$ cat src/rtl/disp_row_scheduler.sv
// disp_row_scheduler
// Steps the compute_max_disp engine across every legal column of one stereo
// row. For each column it restarts the engine, waits for its done flag (or a
// watchdog limit) and streams the winning disparity on a valid/ready port.
//
// Ports
//   clk         sole clock, rising edge
//   rst_n       asynchronous active-low reset
//   row_valid   row bands loaded and stable (sampled only while idle)
//   row_ready   scheduler idle, a row can be accepted
//   eng_rst     synchronous active-high engine reset, low only while searching
//   eng_col     column index the engine is searching
//   eng_done    engine done flag
//   eng_disp    engine winning disparity
//   disp_valid  result available
//   disp_ready  downstream accepts the result
//   disp_data   disparity value (0 when the search timed out)
//   disp_col    column of disp_data
//   disp_last   disp_data belongs to the last column of the row
//   row_done    one-cycle pulse on the transfer of the last column
//   err         sticky watchdog flag, cleared only by reset
module disp_row_scheduler #(
    parameter int IMG_W        = 128,
    parameter int WIN          = 15,
    parameter int MAX_DISP     = 64,
    parameter int DISP_THREADS = 16,
    parameter int TIMEOUT      = MAX_DISP / DISP_THREADS + 4,
    localparam int NUM_COLS    = IMG_W - WIN - MAX_DISP + 2,
    localparam int COL_BITS    = $clog2(IMG_W),
    localparam int DISP_BITS   = $clog2(MAX_DISP)
) (
    input  logic                 clk,
    input  logic                 rst_n,
    input  logic                 row_valid,
    output logic                 row_ready,
    output logic                 eng_rst,
    output logic [COL_BITS-1:0]  eng_col,
    input  logic                 eng_done,
    input  logic [DISP_BITS-1:0] eng_disp,
    output logic                 disp_valid,
    input  logic                 disp_ready,
    output logic [DISP_BITS-1:0] disp_data,
    output logic [COL_BITS-1:0]  disp_col,
    output logic                 disp_last,
    output logic                 row_done,
    output logic                 err
);

    localparam int WAIT_BITS = $clog2(TIMEOUT + 1);
    localparam logic [COL_BITS-1:0]  COL_LAST  = COL_BITS'(NUM_COLS - 1);
    localparam logic [WAIT_BITS-1:0] WAIT_LAST = WAIT_BITS'(TIMEOUT - 1);

    if (NUM_COLS < 1) begin : g_bad_geometry
        $error("disp_row_scheduler: IMG_W - WIN - MAX_DISP + 2 must be >= 1");
    end

    typedef enum logic [1:0] {
        S_IDLE,
        S_START,
        S_WAIT,
        S_OUT
    } state_t;

    state_t               state;
    logic [COL_BITS-1:0]  col;
    logic [WAIT_BITS-1:0] wait_cnt;

    always_ff @(posedge clk or negedge rst_n) begin
        if (!rst_n) begin
            state      <= S_IDLE;
            row_ready  <= 1'b1;
            eng_rst    <= 1'b1;
            col        <= '0;
            wait_cnt   <= '0;
            disp_valid <= 1'b0;
            disp_data  <= '0;
            disp_last  <= 1'b0;
            err        <= 1'b0;
        end else begin
            unique case (state)
                S_IDLE: begin
                    if (row_valid) begin
                        state     <= S_START;
                        row_ready <= 1'b0;
                        col       <= '0;
                    end
                end

                S_START: begin
                    state    <= S_WAIT;
                    eng_rst  <= 1'b0;
                    wait_cnt <= '0;
                end

                S_WAIT: begin
                    // eng_done is tested first so a result arriving on the
                    // final allowed cycle is kept rather than flagged.
                    if (eng_done) begin
                        state      <= S_OUT;
                        eng_rst    <= 1'b1;
                        disp_valid <= 1'b1;
                        disp_data  <= eng_disp;
                        disp_last  <= (col == COL_LAST);
                    end else if (wait_cnt == WAIT_LAST) begin
                        state      <= S_OUT;
                        eng_rst    <= 1'b1;
                        disp_valid <= 1'b1;
                        disp_data  <= '0;
                        disp_last  <= (col == COL_LAST);
                        err        <= 1'b1;
                    end else begin
                        wait_cnt <= wait_cnt + 1'b1;
                    end
                end

                S_OUT: begin
                    if (disp_ready) begin
                        disp_valid <= 1'b0;
                        disp_last  <= 1'b0;
                        if (col == COL_LAST) begin
                            state     <= S_IDLE;
                            row_ready <= 1'b1;
                        end else begin
                            state <= S_START;
                            col   <= col + 1'b1;
                        end
                    end
                end

                default: begin
                    state <= S_IDLE;
                end
            endcase
        end
    end

    assign eng_col  = col;
    assign disp_col = col;

    // Decoded from the handshake so the pulse lands in the transfer cycle
    // itself, leaving the scheduler idle on the very next cycle.
    assign row_done = disp_valid & disp_ready & disp_last;

endmodule

$ cat config.mk
export PLATFORM = sky130hd
export DESIGN_NAME = disp_row_scheduler
export DESIGN_NICKNAME = d
export VERILOG_FILES = /design/src/rtl/disp_row_scheduler.sv
export SDC_FILE = /design/constraint.sdc
export NUM_CORES = 1
export LEC_CHECK = 0
export CAP_MARGIN = 15
export CORE_MARGIN = 4
export CORE_UTILIZATION = 40
export CTS_CLUSTER_SIZE = 14
export DETAILED_ROUTE_END_ITERATION = 8
export PLACE_DENSITY = 0.68
export REMOVE_ABC_BUFFERS = 1
export SYNTH_ARGS = -nofsm -noshare
export SYNTH_HDL_FRONTEND = slang
export SYNTH_SLANG_ARGS = --single-unit
$ cat constraint.sdc
create_clock -name clk -period 2.2 [get_ports clk]
set_clock_uncertainty 0.1 [all_clocks]
set_input_delay 0.44 -clock clk [delete_from_list [all_inputs] [get_ports clk]]
set_output_delay 0.44 -clock clk [all_outputs]
set_load 0.01 [all_outputs]
======== Word-level counts from Yosys, hierarchy flattened ========
Cells that the tools add are included.
Widths: inputs -> output; s select.
storage, ports and cells
  flip-flop bits (word level) ............. 24
  word-level logic and storage cells ...... 66
operators by class
  add/subtract/negate cells ............... 2
  eq/ne operators ......................... 12
  mux-type cells .......................... 27
  bitwise operators ....................... 3
  reductions and logical operators ........ 13
operators by type and width
  cell                 number
  $mux 7               3
  $pmux 7 s2           1
  $mux 6               2
  $ne 2x2->1 const B   6
  $reduce_and 3->1     4
  $mux 1               9
  $mux 2               4
  $mux 4               2
  $pmux 1 s2           4
  $pmux 2 s4           1
  $pmux 4 s2           1
  $reduce_and 4->1     2
  $reduce_bool 2->1    4
  $add 7x1->7 const B  1
  $eq 7x6->1 const B   1
  $add 4x1->4 const B  1
  $eq 2x2->1 const B   2
  $eq 4x3->1 const B   1
  $reduce_and 2->1     2
  $ne 3x3->1 const B   1
  $and 1x1->1          2
  $eq 2x1->1 const B   1
  $logic_not 2->1      1
  $not 1->1            1

======== Depth between registers and ports, before layout ========
Gate-level depths: netlist of the first run.
  word-level depth ........................ 4
  gate-level depth with buffers ........... 6
  gate-level depth less buffers ........... 6

======== Worst setup path before layout of the first run ========
No wires, ideal clock.
  path type ............................... reg2reg
  start ................................... register state[0]
  end ..................................... register col[6], in the netlist disp_col[6]
  setup time .............................. 0.080 ns
  arrival ................................. 1.582 ns
  data required time ...................... 2.020 ns
  slack ................................... 0.437 ns
  cell stages (with the launch flop) ...... 7
  buffers on the path ..................... 0
  cell sequence ........................... dfrtp_1 > inv_1 > ha_1 > nor2b_4 > or2_4 > or4b_4 > o211ai_2
on the way
  longest elaborated chain between the ends .. 3
RTL lines
  element                                                           line  text
  from (decl)                                                       64    state_t state;
  from (signal assigned)                                            70    state <= S_IDLE;
  from (signal assigned)                                            83    state <= S_START;
  from (signal assigned)                                            90    state <= S_WAIT;
  $eq 2x2->1 or $logic_not 2->1 (tied branches)                     80    unique case (state)
  $ne 2x2->1 (no source line) or $reduce_bool 2->1 (tied branches)  --
  $reduce_and 4->1 (no source line)                                 --
  to (signal assigned)                                              125   col <= col + 1'b1;
  to (decl)                                                         65    logic [COL_BITS-1:0] col;
Several ways; a longest one is shown, not always the timed one.
A chain may end at the register's enable or synchronous reset.

======== Worst setup path in the final report of the first run ========
  start ................................... register col[2], in the netlist disp_col[2]
  end ..................................... output eng_col[2]
RTL lines
  element    line  text
  to (decl)  37    output logic [COL_BITS-1:0] eng_col,
No word-level cell between the ends.

==> run_results.csv, run 1 <==
group,metric,value,unit
outcome,status,"complete, no violations",
floorplan,core,0.00313,mm²
global_route,global_routing_usage_summed_across_all_routing_layers,15.2,%
critical_path,critical_path.max_stage_delay,0.60,ns
global_route,grt_pass1_wl,5190,µm
global_route,grt_pass1_vias,1093,
detailed_routing,route.detailed.wl_per_inst,14.6,µm
detailed_routing,drcViolationCount,0,
final_layout,n_fill_cell,294,
pwr,fin_total_pwr,2.20,mW
synth,yosysWarnings,0,
global_route,initial_antenna_violation_count,0,
pwr,worst_ir_drop_vdd,0.582,mV
synth,post_synth_instance_area,0.00134,mm²
synth,synth_seq_area_share,44.9,%
detailed_routing,drt-total-wl,3080,µm
floorplan,num_rows,20,
critical_path,critical_path.slowest_cell,"sky130_fd_sc_hd__clkdlybuf4s50_1",
final_layout,area.growth.synth_to_final,30.5,%
critical_path,endpoint_kind,"primary output",
floorplan,floorplan.die_area,0.00435,mm²
pwr,switching_share,39.9,%
critical_path,worst-endpoint-required,1.66,ns
job,cap_viol_max_count,0,
synth,postSynth.asyncResetShare,100,%
clock_network,clock_tree.root_cell,"sky130_fd_sc_hd__clkbuf_4",
placed_design,place.gp.congestion,0.841,
pwr,internal-power,1.32,mW
sta,timing.final.ws_setup,0.206,ns
detailed_routing,vias_per_instance,5.37,
sta,whs,0.366,ns
synth,synthFlopType,"sky130_fd_sc_hd__dfrtp_1",
sta,timing.final.crit_share,90.6,%
floorplan,ios,37,
floorplan,dieHeight,65.9,µm
detailed_routing,vias,1133,
final_layout,instances_no_fill,211,
clock_network,worstSkewPairLatency,0.32,ns
clock_network,clk_pin_slew,0.13,ns
detailed_routing,drt_iter0_drc,38,
sta,fin_crit_period,1.99,ns
pwr,sequentialPowerShare,34.8,%
synth,top_cells_by_area_in_the_synthesized_netlist,"sky130_fd_sc_hd__dfrtp_1 (41%), sky130_fd_sc_hd__ha_1 (5.6%), sky130_fd_sc_hd__buf_4 (3.9%)",
placed_design,pre_cts_slack,0.0267,ns
detailed_routing,detail_route.first_pass.iterations,6,
clock_network,cts_sinks,24,
critical_path,critical_path.cell_chain,"clkdlybuf4s50_1",
critical_path,cp-start-kind,"flop",
placed_design,dpl-instance-area,0.00171,mm²
pwr,p_switching,0.877,mW
sta,worst_margin_slew,0.472,ns
final_layout,num-nets-final,185,
critical_path,worstSetupPathType,"reg2out",
final_layout,multiInputGateArea,649,µm²
final_layout,post-route-util,56.0,%
pwr,p_clk_share,10.8,%
synth,ys_seq_elements,24,
global_route,pin_count_of_the_biggest_net_entering_global_routing,25,
synth,synthCells,135,
clock_network,cts_max_path_buffers,2,
final_layout,diodes,0,
synth,synth_most_common_cell,"sky130_fd_sc_hd__dfrtp_1",
sta,finalSetupViolCount,0,
synth,synth_edf_count,0,
global_route,grt.overflow.total,0,
clock_network,ctsHtreeMaxLevel,1,
pwr,leakage,0.760,nW
final_layout,layout-drive-gt1-share,10.2,%
critical_path,worstPathBufferInverterCount,1,
placed_design,detailed_place_hpwl,2260,µm
final_layout,area.sequential,603,µm²
sta,finalHoldViolCount,0,
detailed_routing,drtAntennaViolNets,0,
final_layout,post-route-cell-area,0.00175,mm²
placed_design,dp_cells,207,
critical_path,critical_path_arrival,1.45,ns
synth,synth_top_area_cell,"sky130_fd_sc_hd__dfrtp_1",
synth,syn-mean-instance-area,9.94,µm²
synth,ys_types,43,
pwr,power_frac_comb,54.4,%
sta,final_max_slew_viol_count,0,
placed_design,port_buffers,36,
pwr,power_density,1260,mW/mm²
min_path,worst_hold_path_type,"in2async",
sta,setup_total_negative_slack,0,ns
floorplan,floorplan_die_width,65.9,µm
critical_path,timing.critical_path.fanout_max,9,
critical_path,worst_path_dominant_cell_family,"buffers and inverters",
synth,synth.cells.most_frequent,"sky130_fd_sc_hd__dfrtp_1 (22), sky130_fd_sc_hd__a21oi_1 (10), sky130_fd_sc_hd__nand2_1 (10), sky130_fd_sc_hd__buf_4 (7), sky130_fd_sc_hd__nor2_1 (7)",
clock_network,tritoncts,"built",
sta,fmax,502,MHz
sta,timing.slew.headroom,68.5,%
sta,grt_setup_unrepaired,"no",
synth,synth_top_area_share,41.0,%
floorplan,floorplan.initialDensity,42.9,%
clock_network,tritoncts_buffers,3,
what timing repair did:
item	in CTS	in global routing
endpoints found under the setup margin	0	1
hold buffers	0	0
setup buffers	0	0
resized for setup	0	1
worst register-to-register path: stages (launching register included):
cell and delay, ns:
sky130_fd_sc_hd__dfrtp_1 0.46, sky130_fd_sc_hd__inv_1 0.13, sky130_fd_sc_hd__ha_1 0.15, sky130_fd_sc_hd__nor4b_1 0.23, sky130_fd_sc_hd__nand3_1 0.33, sky130_fd_sc_hd__a211oi_1 0.34
sky130_fd_sc_hd__a2bb2oi_1 0.11
sequential cells by signal, summed over array words and instances (netlist names):
name,cells
state,2
disp_valid,1
row_ready,1
wait_cnt,4
eng_rst,1
disp_col,7
err,1
disp_data,6
disp_last,1
logic make-up after synthesis:
kind of cell | count (synthesis) | share of synthesized area, %
AOI/OAI and AO/OA | 42 | 21.9
xor gates and xnor gates | 1 | 0.652
adders and majority gates | 6 | 5.59
buffers and inverters | 17 | 6.71
DFF | 24 | 44.9
muxes | 1 | 0.839
and+or+nand+nor | 44 | 19.4
placed cells by master (no fill, tap or decap), drive strengths merged, types with 3 or more instances in the layout:
cell	instances
nand2	10
and3	3
nor3	3
ha	6
nor2	7
clkdlybuf4s50	35
clkbuf	4
a31oi	3
a21oi	11
buf	3
o21ai	5
nor2b	6
dfrtp	22
nand3	5
a22o	6
inv	6
power groups by stage:
stage / logic, mW / clock network [mW] / registers [mW]
global placement: 1.18 / 0 / 0.762
CTS: 1.20 / 0.249 / 0.761
global route: 1.30 / 0.266 / 0.790
detailed placement: 1.19 / 0 / 0.772
floorplan: 0.596 / 0 / 0.828
finish: 1.20 / 0.238 / 0.765
final cells by class:
| cell class | count | area share (%) |
|---|---|---|
| multi-input combinational | 94 | 37.1 |
| sequential | 24 | 34.4 |
| timing repair buffer | 39 | 22.0 |
| tap | 44 | 3.14 |
| clock buffer | 4 | 2.07 |
| inverter | 6 | 1.29 |
final timing paths:
check                          endpoint  depth (start not counted)  slack [ns]         from
max                          eng_col[2]                          1        0.21  disp_col[2]
min                        disp_data[3]                          2        0.37        rst_n
max reg2reg                    state[0]                          6        0.24  disp_col[0]
min reg2reg                         err                          1        0.39          err
max in group asynchronous       eng_rst                          2        1.35        rst_n
min in group clk                    err                          1        0.39          err
layer usage:
layer,track usage (%),routed length (µm)
met1,20.3,1470
met4,4.57,31
met5,0,0
met2,24.7,1380
met3,3.06,199
Power figures use the tool's default switching activity.
==> run 2: changes to the inputs <==
--- a/config.mk
+++ b/config.mk
@@ -5,6 +5,7 @@
 export SDC_FILE = /design/constraint.sdc
 export NUM_CORES = 1
 export LEC_CHECK = 0
+export ABC_AREA = 1
 export CAP_MARGIN = 15
 export CORE_MARGIN = 4
 export CORE_UTILIZATION = 40
@@ -12,6 +13,7 @@
 export DETAILED_ROUTE_END_ITERATION = 8
 export PLACE_DENSITY = 0.68
 export REMOVE_ABC_BUFFERS = 1
+export SETUP_SLACK_MARGIN = 0.5
 export SYNTH_ARGS = -nofsm -noshare
 export SYNTH_HDL_FRONTEND = slang
 export SYNTH_SLANG_ARGS = --single-unit
==> run_results.csv, run 2 <==
group,metric,value,unit
outcome,status,"complete, no violations",
pwr,power_density,1010,mW/mm²
clock_network,cts_max_path_buffers,2,
clock_network,clock_tree.root_cell,"sky130_fd_sc_hd__clkbuf_4",
detailed_routing,vias,1261,
final_layout,final_common_cell,"sky130_fd_sc_hd__nand2_1",
pwr,fin_total_pwr,1.87,mW
synth,synth_top_area_cell,"sky130_fd_sc_hd__dfrtp_1",
placed_design,place.gp.congestion,0.819,
synth,ys_types,27,
clock_network,tritoncts_buffers,3,
pwr,worst_ir_drop_vdd,0.502,mV
sta,timing.final.crit_share,78.7,%
synth,synth_edf_count,0,
sta,fmax,577,MHz
final_layout,mostFrequentLayoutCells,"sky130_fd_sc_hd__nand2_1 (53), sky130_fd_sc_hd__dlygate4sd2_1 (20), sky130_fd_sc_hd__dfrtp_1 (16), sky130_fd_sc_hd__nand3_1 (12), sky130_fd_sc_hd__buf_4 (12)",
critical_path,worst_path_dominant_cell_family,"buffers and inverters",
global_route,grt_pass1_wl,5420,µm
synth,synthFlopType,"sky130_fd_sc_hd__dfrtp_1",
critical_path,worstSetupPathType,"in2out",
detailed_routing,drt-total-wl,3350,µm
synth,post_synth_instance_area,0.00138,mm²
pwr,leakage,0.929,nW
critical_path,worst-path-stages,3,
critical_path,timing.critical_path.fanout_max,2,
sta,finalHoldViolCount,0,
final_layout,layout-drive-gt1-share,21.5,%
global_route,pin_count_of_the_biggest_net_entering_global_routing,25,
final_layout,area.growth.synth_to_final,34.3,%
placed_design,port_buffers,36,
final_layout,largest_register_ff_count,7,
floorplan,core,0.00334,mm²
sta,finalSetupViolCount,0,
sta,timing.slew.headroom,78.0,%
global_route,global_routing_usage_summed_across_all_routing_layers,15.9,%
synth,top_cells_by_area_in_the_synthesized_netlist,"sky130_fd_sc_hd__dfrtp_1 (40%), sky130_fd_sc_hd__nand2_1 (15%), sky130_fd_sc_hd__ha_1 (5.5%)",
clock_network,ctsHtreeMaxLevel,1,
critical_path,critical_path.slowest_cell,"sky130_fd_sc_hd__clkdlybuf4s50_1",
detailed_routing,route.detailed.wl_per_inst,12.9,µm
synth,synthCells,173,
synth,yosysWarnings,0,
sta,fin_crit_period,1.73,ns
clock_network,tritoncts,"built",
detailed_routing,drcViolationCount,0,
sta,final_max_slew_viol_count,0,
critical_path,endpoint_kind,"primary output",
critical_path,critical_path_arrival,1.19,ns
critical_path,critical_path.max_stage_delay,0.48,ns
synth,synth_top_area_share,40.0,%
job,cap_viol_max_count,0,
synth,postSynth.asyncResetShare,100,%
clock_network,cts-hold-fix-buffers,0,
min_path,worst_hold_path_type,"in2async",
synth,synth.cells.most_frequent,"sky130_fd_sc_hd__nand2_1 (56), sky130_fd_sc_hd__dfrtp_1 (22), sky130_fd_sc_hd__nand3_1 (12), sky130_fd_sc_hd__nor2_1 (12), sky130_fd_sc_hd__inv_1 (11)",
detailed_routing,detail_route.first_pass.iterations,4,
floorplan,num_rows,21,
placed_design,detailed_place_hpwl,2260,µm
sta,timing.final.ws_setup,0.468,ns
final_layout,diodes,0,
floorplan,dieHeight,66.6,µm
clock_network,worstSkewPairLatency,0.33,ns
floorplan,floorplan.initialDensity,41.2,%
critical_path,worst-endpoint-required,1.66,ns
sta,setup_total_negative_slack,0,ns
synth,synth_most_common_cell,"sky130_fd_sc_hd__nand2_1",
critical_path,rr_worst_depth,7,
final_layout,num-nets-final,232,
floorplan,floorplan_die_width,66.6,µm
floorplan,floorplan.die_area,0.00444,mm²
global_route,grt_pass1_vias,1221,
global_route,grt.overflow.total,0,
synth,syn-mean-instance-area,7.95,µm²
detailed_routing,drtAntennaViolNets,0,
detailed_routing,vias_per_instance,4.85,
critical_path,critical_path.cell_chain,"clkdlybuf4s50_1 > and3_1 > clkbuf_2",
detailed_routing,drt_iter0_drc,71,
clock_network,clk_pin_slew,0.14,ns
global_route,initial_antenna_violation_count,0,
clock_network,cts_sinks,24,
placed_design,pre_cts_slack,0.0609,ns
sta,worst_margin_slew,0.329,ns
floorplan,ios,37,
synth,ys_seq_elements,24,
sta,grt_setup_unrepaired,"yes",
critical_path,cp-start-kind,"input pin",
synth,synth_seq_area_share,43.9,%
critical_path,worstPathBufferInverterCount,2,
run 2: cells by family (layout without fill, tap and decap cells):
logic type	after synthesis	in the layout	synth area share, %
AND/OR/NAND/NOR	92	92	30.3
buffers and inverters	28	68	10.6
flip-flops	24	24	43.9
AO/OA/AOI/OAI	22	23	9.10
adder cells (fa/ha/maj)	6	6	5.46
XOR/XNOR	1	1	0.637
run 2: cell type report:
class                           count  area, µm²
Fill cell                         320       1490
Inverter                           16       60.1
Tap cell                           46       57.6
Multi-Input combinational cell    122        669
Clock buffer                        4       36.3
Timing Repair Buffer               48        413
Sequential cell                    24        611
run 2: power by group:
group	internal, mW	leakage (nW)	switching (mW)	total, mW
logic	0.373	0.608	0.605	0.978
clock network	0.101	0.0210	0.141	0.242
registers	0.569	0.301	0.0848	0.654
run 2: worst paths after layout:
| check | slack [ns] | endpoint | from |
|---|---|---|---|
| max | 0.47 | row_done | disp_ready |
| min | 0.35 | disp_valid | rst_n |
| max reg2reg | 0.57 | disp_valid | state[0] |
| min reg2reg | 0.38 | disp_data[2] | disp_data[2] |
| max in group asynchronous | 1.35 | eng_rst | rst_n |
| min in group clk | 0.38 | disp_data[2] | disp_data[2] |
run 2: timing repair:
item	CTS	global route
pin swaps	0	3
endpoints found under the setup margin	34	20
gates resized for setup	32	19
setup buffers	7	2
gates cloned	0	1
run 2: routing by layer:
metal	vias to the layer above	part of all wire, %	GRT usage (%)
met5	-	0	0
met4	0	0.81	7.11
met3	3	3.7	1.52
met2	29	52	28.7
met1	594	43	18.7
li1	635	-	-
run 2: per-stage QoR:
| stage | area (µm²) | std cells | utilization, % | hold slack (ns) |
|---|---|---|---|---|
| 6_report | 1850 | 260 | 55.3 | 0.353 |
| 5_1_grt | 1850 | 260 | 55.3 | 0.364 |
| 4_1_cts | 1800 | 257 | 54.0 | 0.350 |
| 3_5_place_dp | 1730 | 246 | 51.8 | 0.358 |
| 3_3_place_gp | 1730 | 246 | 51.8 | 0.353 |
| 2_1_floorplan | 1290 | 161 | - | 0.0444 |
run 2: worst register-to-register path: stages, from the launching register on:
cell                       delay [ns]
sky130_fd_sc_hd__dfrtp_2         0.46
sky130_fd_sc_hd__inv_2           0.09
sky130_fd_sc_hd__ha_2            0.25
sky130_fd_sc_hd__inv_2           0.07
sky130_fd_sc_hd__nor2_1          0.15
sky130_fd_sc_hd__nand2_1         0.11
sky130_fd_sc_hd__o211ai_1        0.16
sky130_fd_sc_hd__o21ai_0         0.12
==> run 3: changes to the inputs <==
==> constraint.sdc (replaced) <==
create_clock -name clk -period 1.8 [get_ports clk]
set_clock_uncertainty 0.1 [all_clocks]
set_input_delay 0.36 -clock clk [delete_from_list [all_inputs] [get_ports clk]]
set_output_delay 0.36 -clock clk [all_outputs]
set_load 0.01 [all_outputs]
==> run_results.csv, run 3 (same netlist as run 2, synthesis figures left out) <==
group,metric,value,unit
clock_network,tritoncts_buffers,3,
clock_network,worstSkewPairLatency,0.32,ns
final_layout,instances_no_fill,300,
global_route,initial_antenna_violation_count,0,
critical_path,worstPathBufferInverterCount,2,
global_route,global_routing_usage_summed_across_all_routing_layers,19.8,%
sta,timing.slew.headroom,76.8,%
final_layout,post-route-cell-area,0.00237,mm²
final_layout,num-nets-final,272,
clock_network,ctsHtreeMaxLevel,1,
final_layout,diodes,0,
detailed_routing,drtAntennaViolNets,0,
detailed_routing,drt-total-wl,4800,µm
detailed_routing,vias,1543,
clock_network,cts_sinks,24,
critical_path,cp-start-kind,"flop",
sta,grt_setup_unrepaired,"yes",
floorplan,core,0.00334,mm²
detailed_routing,drt_iter0_drc,132,
detailed_routing,detail_route.first_pass.iterations,4,
critical_path,endpoint_kind,"flop",
pwr,sequentialPowerShare,24.9,%
global_route,grt.overflow.total,0,
sta,timing.final.crit_share,89.9,%
critical_path,worstSetupPathType,"reg2reg",
placed_design,pre_cts_slack,-0.152,ns
critical_path,critical_path.cell_chain,"inv_2 > ha_4 > nand2_4 > nand2_4 > buf_4 > a21oi_4 > nand2_1 > nand2_2 > o21ai_1",
sta,timing.final.ws_setup,0.182,ns
placed_design,place.gp.congestion,0.871,
pwr,p_clk_share,9.1,%
floorplan,dieHeight,66.6,µm
pwr,worst_ir_drop_vdd,0.697,mV
sta,setup_total_negative_slack,0,ns
final_layout,layout-drive-gt1-share,53.1,%
critical_path,critical_path.slowest_cell,"sky130_fd_sc_hd__dfrtp_2",
critical_path,critical_path.max_stage_delay,0.45,ns
sta,fin_crit_period,1.62,ns
sta,worst_margin_slew,0.346,ns
pwr,internal-power,1.85,mW
final_layout,area.growth.synth_to_final,72.6,%
pwr,fin_total_pwr,3.26,mW
job,cap_viol_max_count,0,
global_route,grt_pass1_vias,1451,
placed_design,dp_cells,249,
placed_design,port_buffers,36,
final_layout,post-route-util,71.1,%
sta,whs,0.276,ns
final_layout,mostFrequentLayoutCells,"sky130_fd_sc_hd__nand2_1 (40), sky130_fd_sc_hd__buf_4 (39), sky130_fd_sc_hd__buf_6 (27), sky130_fd_sc_hd__dfrtp_1 (17)",
detailed_routing,vias_per_instance,5.14,
pwr,power_frac_comb,66.0,%
final_layout,n_fill_cell,234,
clock_network,cts-hold-fix-buffers,0,
floorplan,floorplan.die_area,0.00444,mm²
critical_path,worst_path_dominant_cell_family,"flip-flops",
pwr,power_density,1370,mW/mm²
critical_path,timing.critical_path.fanout_max,3,
detailed_routing,route.detailed.wl_per_inst,16.0,µm
min_path,worst_hold_path_type,"in2async",
placed_design,dpl-instance-area,0.00175,mm²
critical_path,critPathMostFrequentCell,"sky130_fd_sc_hd__nand2_4",
clock_network,tritoncts,"built",
placed_design,detailed_place_hpwl,2260,µm
floorplan,ios,37,
global_route,pin_count_of_the_biggest_net_entering_global_routing,25,
pwr,p_switching,1.41,mW
clock_network,cts_max_path_buffers,2,
clock_network,clock_tree.root_cell,"sky130_fd_sc_hd__clkbuf_4",
sta,final_max_slew_viol_count,0,
critical_path,worst-endpoint-required,1.91,ns
sta,finalSetupViolCount,0,
floorplan,floorplan.initialDensity,41.2,%
final_layout,largest_register_ff_count,7,
detailed_routing,drcViolationCount,0,
global_route,grt_pass1_wl,6780,µm
sta,fmax,618,MHz
final_layout,final_common_cell,"sky130_fd_sc_hd__nand2_1",
outcome,status,"complete, no violations",
floorplan,num_rows,21,
pwr,leakage,1.14,nW
pwr,switching_share,43.2,%
clock_network,clk_pin_slew,0.14,ns
critical_path,critical_path_arrival,1.73,ns
floorplan,floorplan_die_width,66.6,µm
sta,finalHoldViolCount,0,
run 3: what timing repair did:
item                       in CTS  in global routing
gates resized for setup       164                 31
setup endpoints to repair      49                 50
cloned                          1                  0
pin swaps                      23                 11
buffers inserted               28                 18
hold endpoints to repair        0                  0
run 3: path summary, 6_finish.rpt:
path / start / slack, ns / endpoint / cells past startpoint
min in group clk: disp_data[0] / 0.39 / disp_data[0] / 2
worst max register to register: state[1] / 0.18 / state[0] / 9
worst min-delay path: rst_n / 0.28 / disp_data[0] / 2
worst min register to register: disp_data[0] / 0.39 / disp_data[0] / 2
max in group asynchronous: rst_n / 1.02 / row_ready / 2
worst max-delay path: state[1] / 0.18 / state[0] / 9
run 3: cell type report:
class	count	area (µm²)	area share (%)
tap	46	57.6	2.42
timing repair buffer	88	771	32.5
inverter	16	68.8	2.90
sequential	24	609	25.7
multi-input combinational	122	831	35.0
clock buffer	4	36.3	1.53
run 3: layer usage:
| layer | vias up | track usage, % | routed length [µm] |
|---|---|---|---|
| met3 | 8 | 1.69 | 225 |
| met5 | - | 0 | 0 |
| met4 | 0 | 7.11 | 68 |
| met1 | 769 | 26.2 | 1970 |
| li1 | 711 | - | - |
| met2 | 55 | 33.5 | 2540 |
run 3: power groups by stage:
stage          clock [mW]  sequential [mW]  combinational (mW)
3_3_place_gp            0            0.781                1.13
4_1_cts             0.299            0.794                1.66
6_report            0.297            0.813                2.15
5_1_grt             0.326            0.826                2.30
2_1_floorplan           0            0.846               0.639
3_5_place_dp            0            0.789                1.16
run 3: worst reg2reg max path, delay by kind of cell (launching register included):
kind	cells	cell delay, ns
compound gates	2	0.24
fa+ha+maj	1	0.19
buf+inv	2	0.22
flops	1	0.45
simple gates	4	0.32
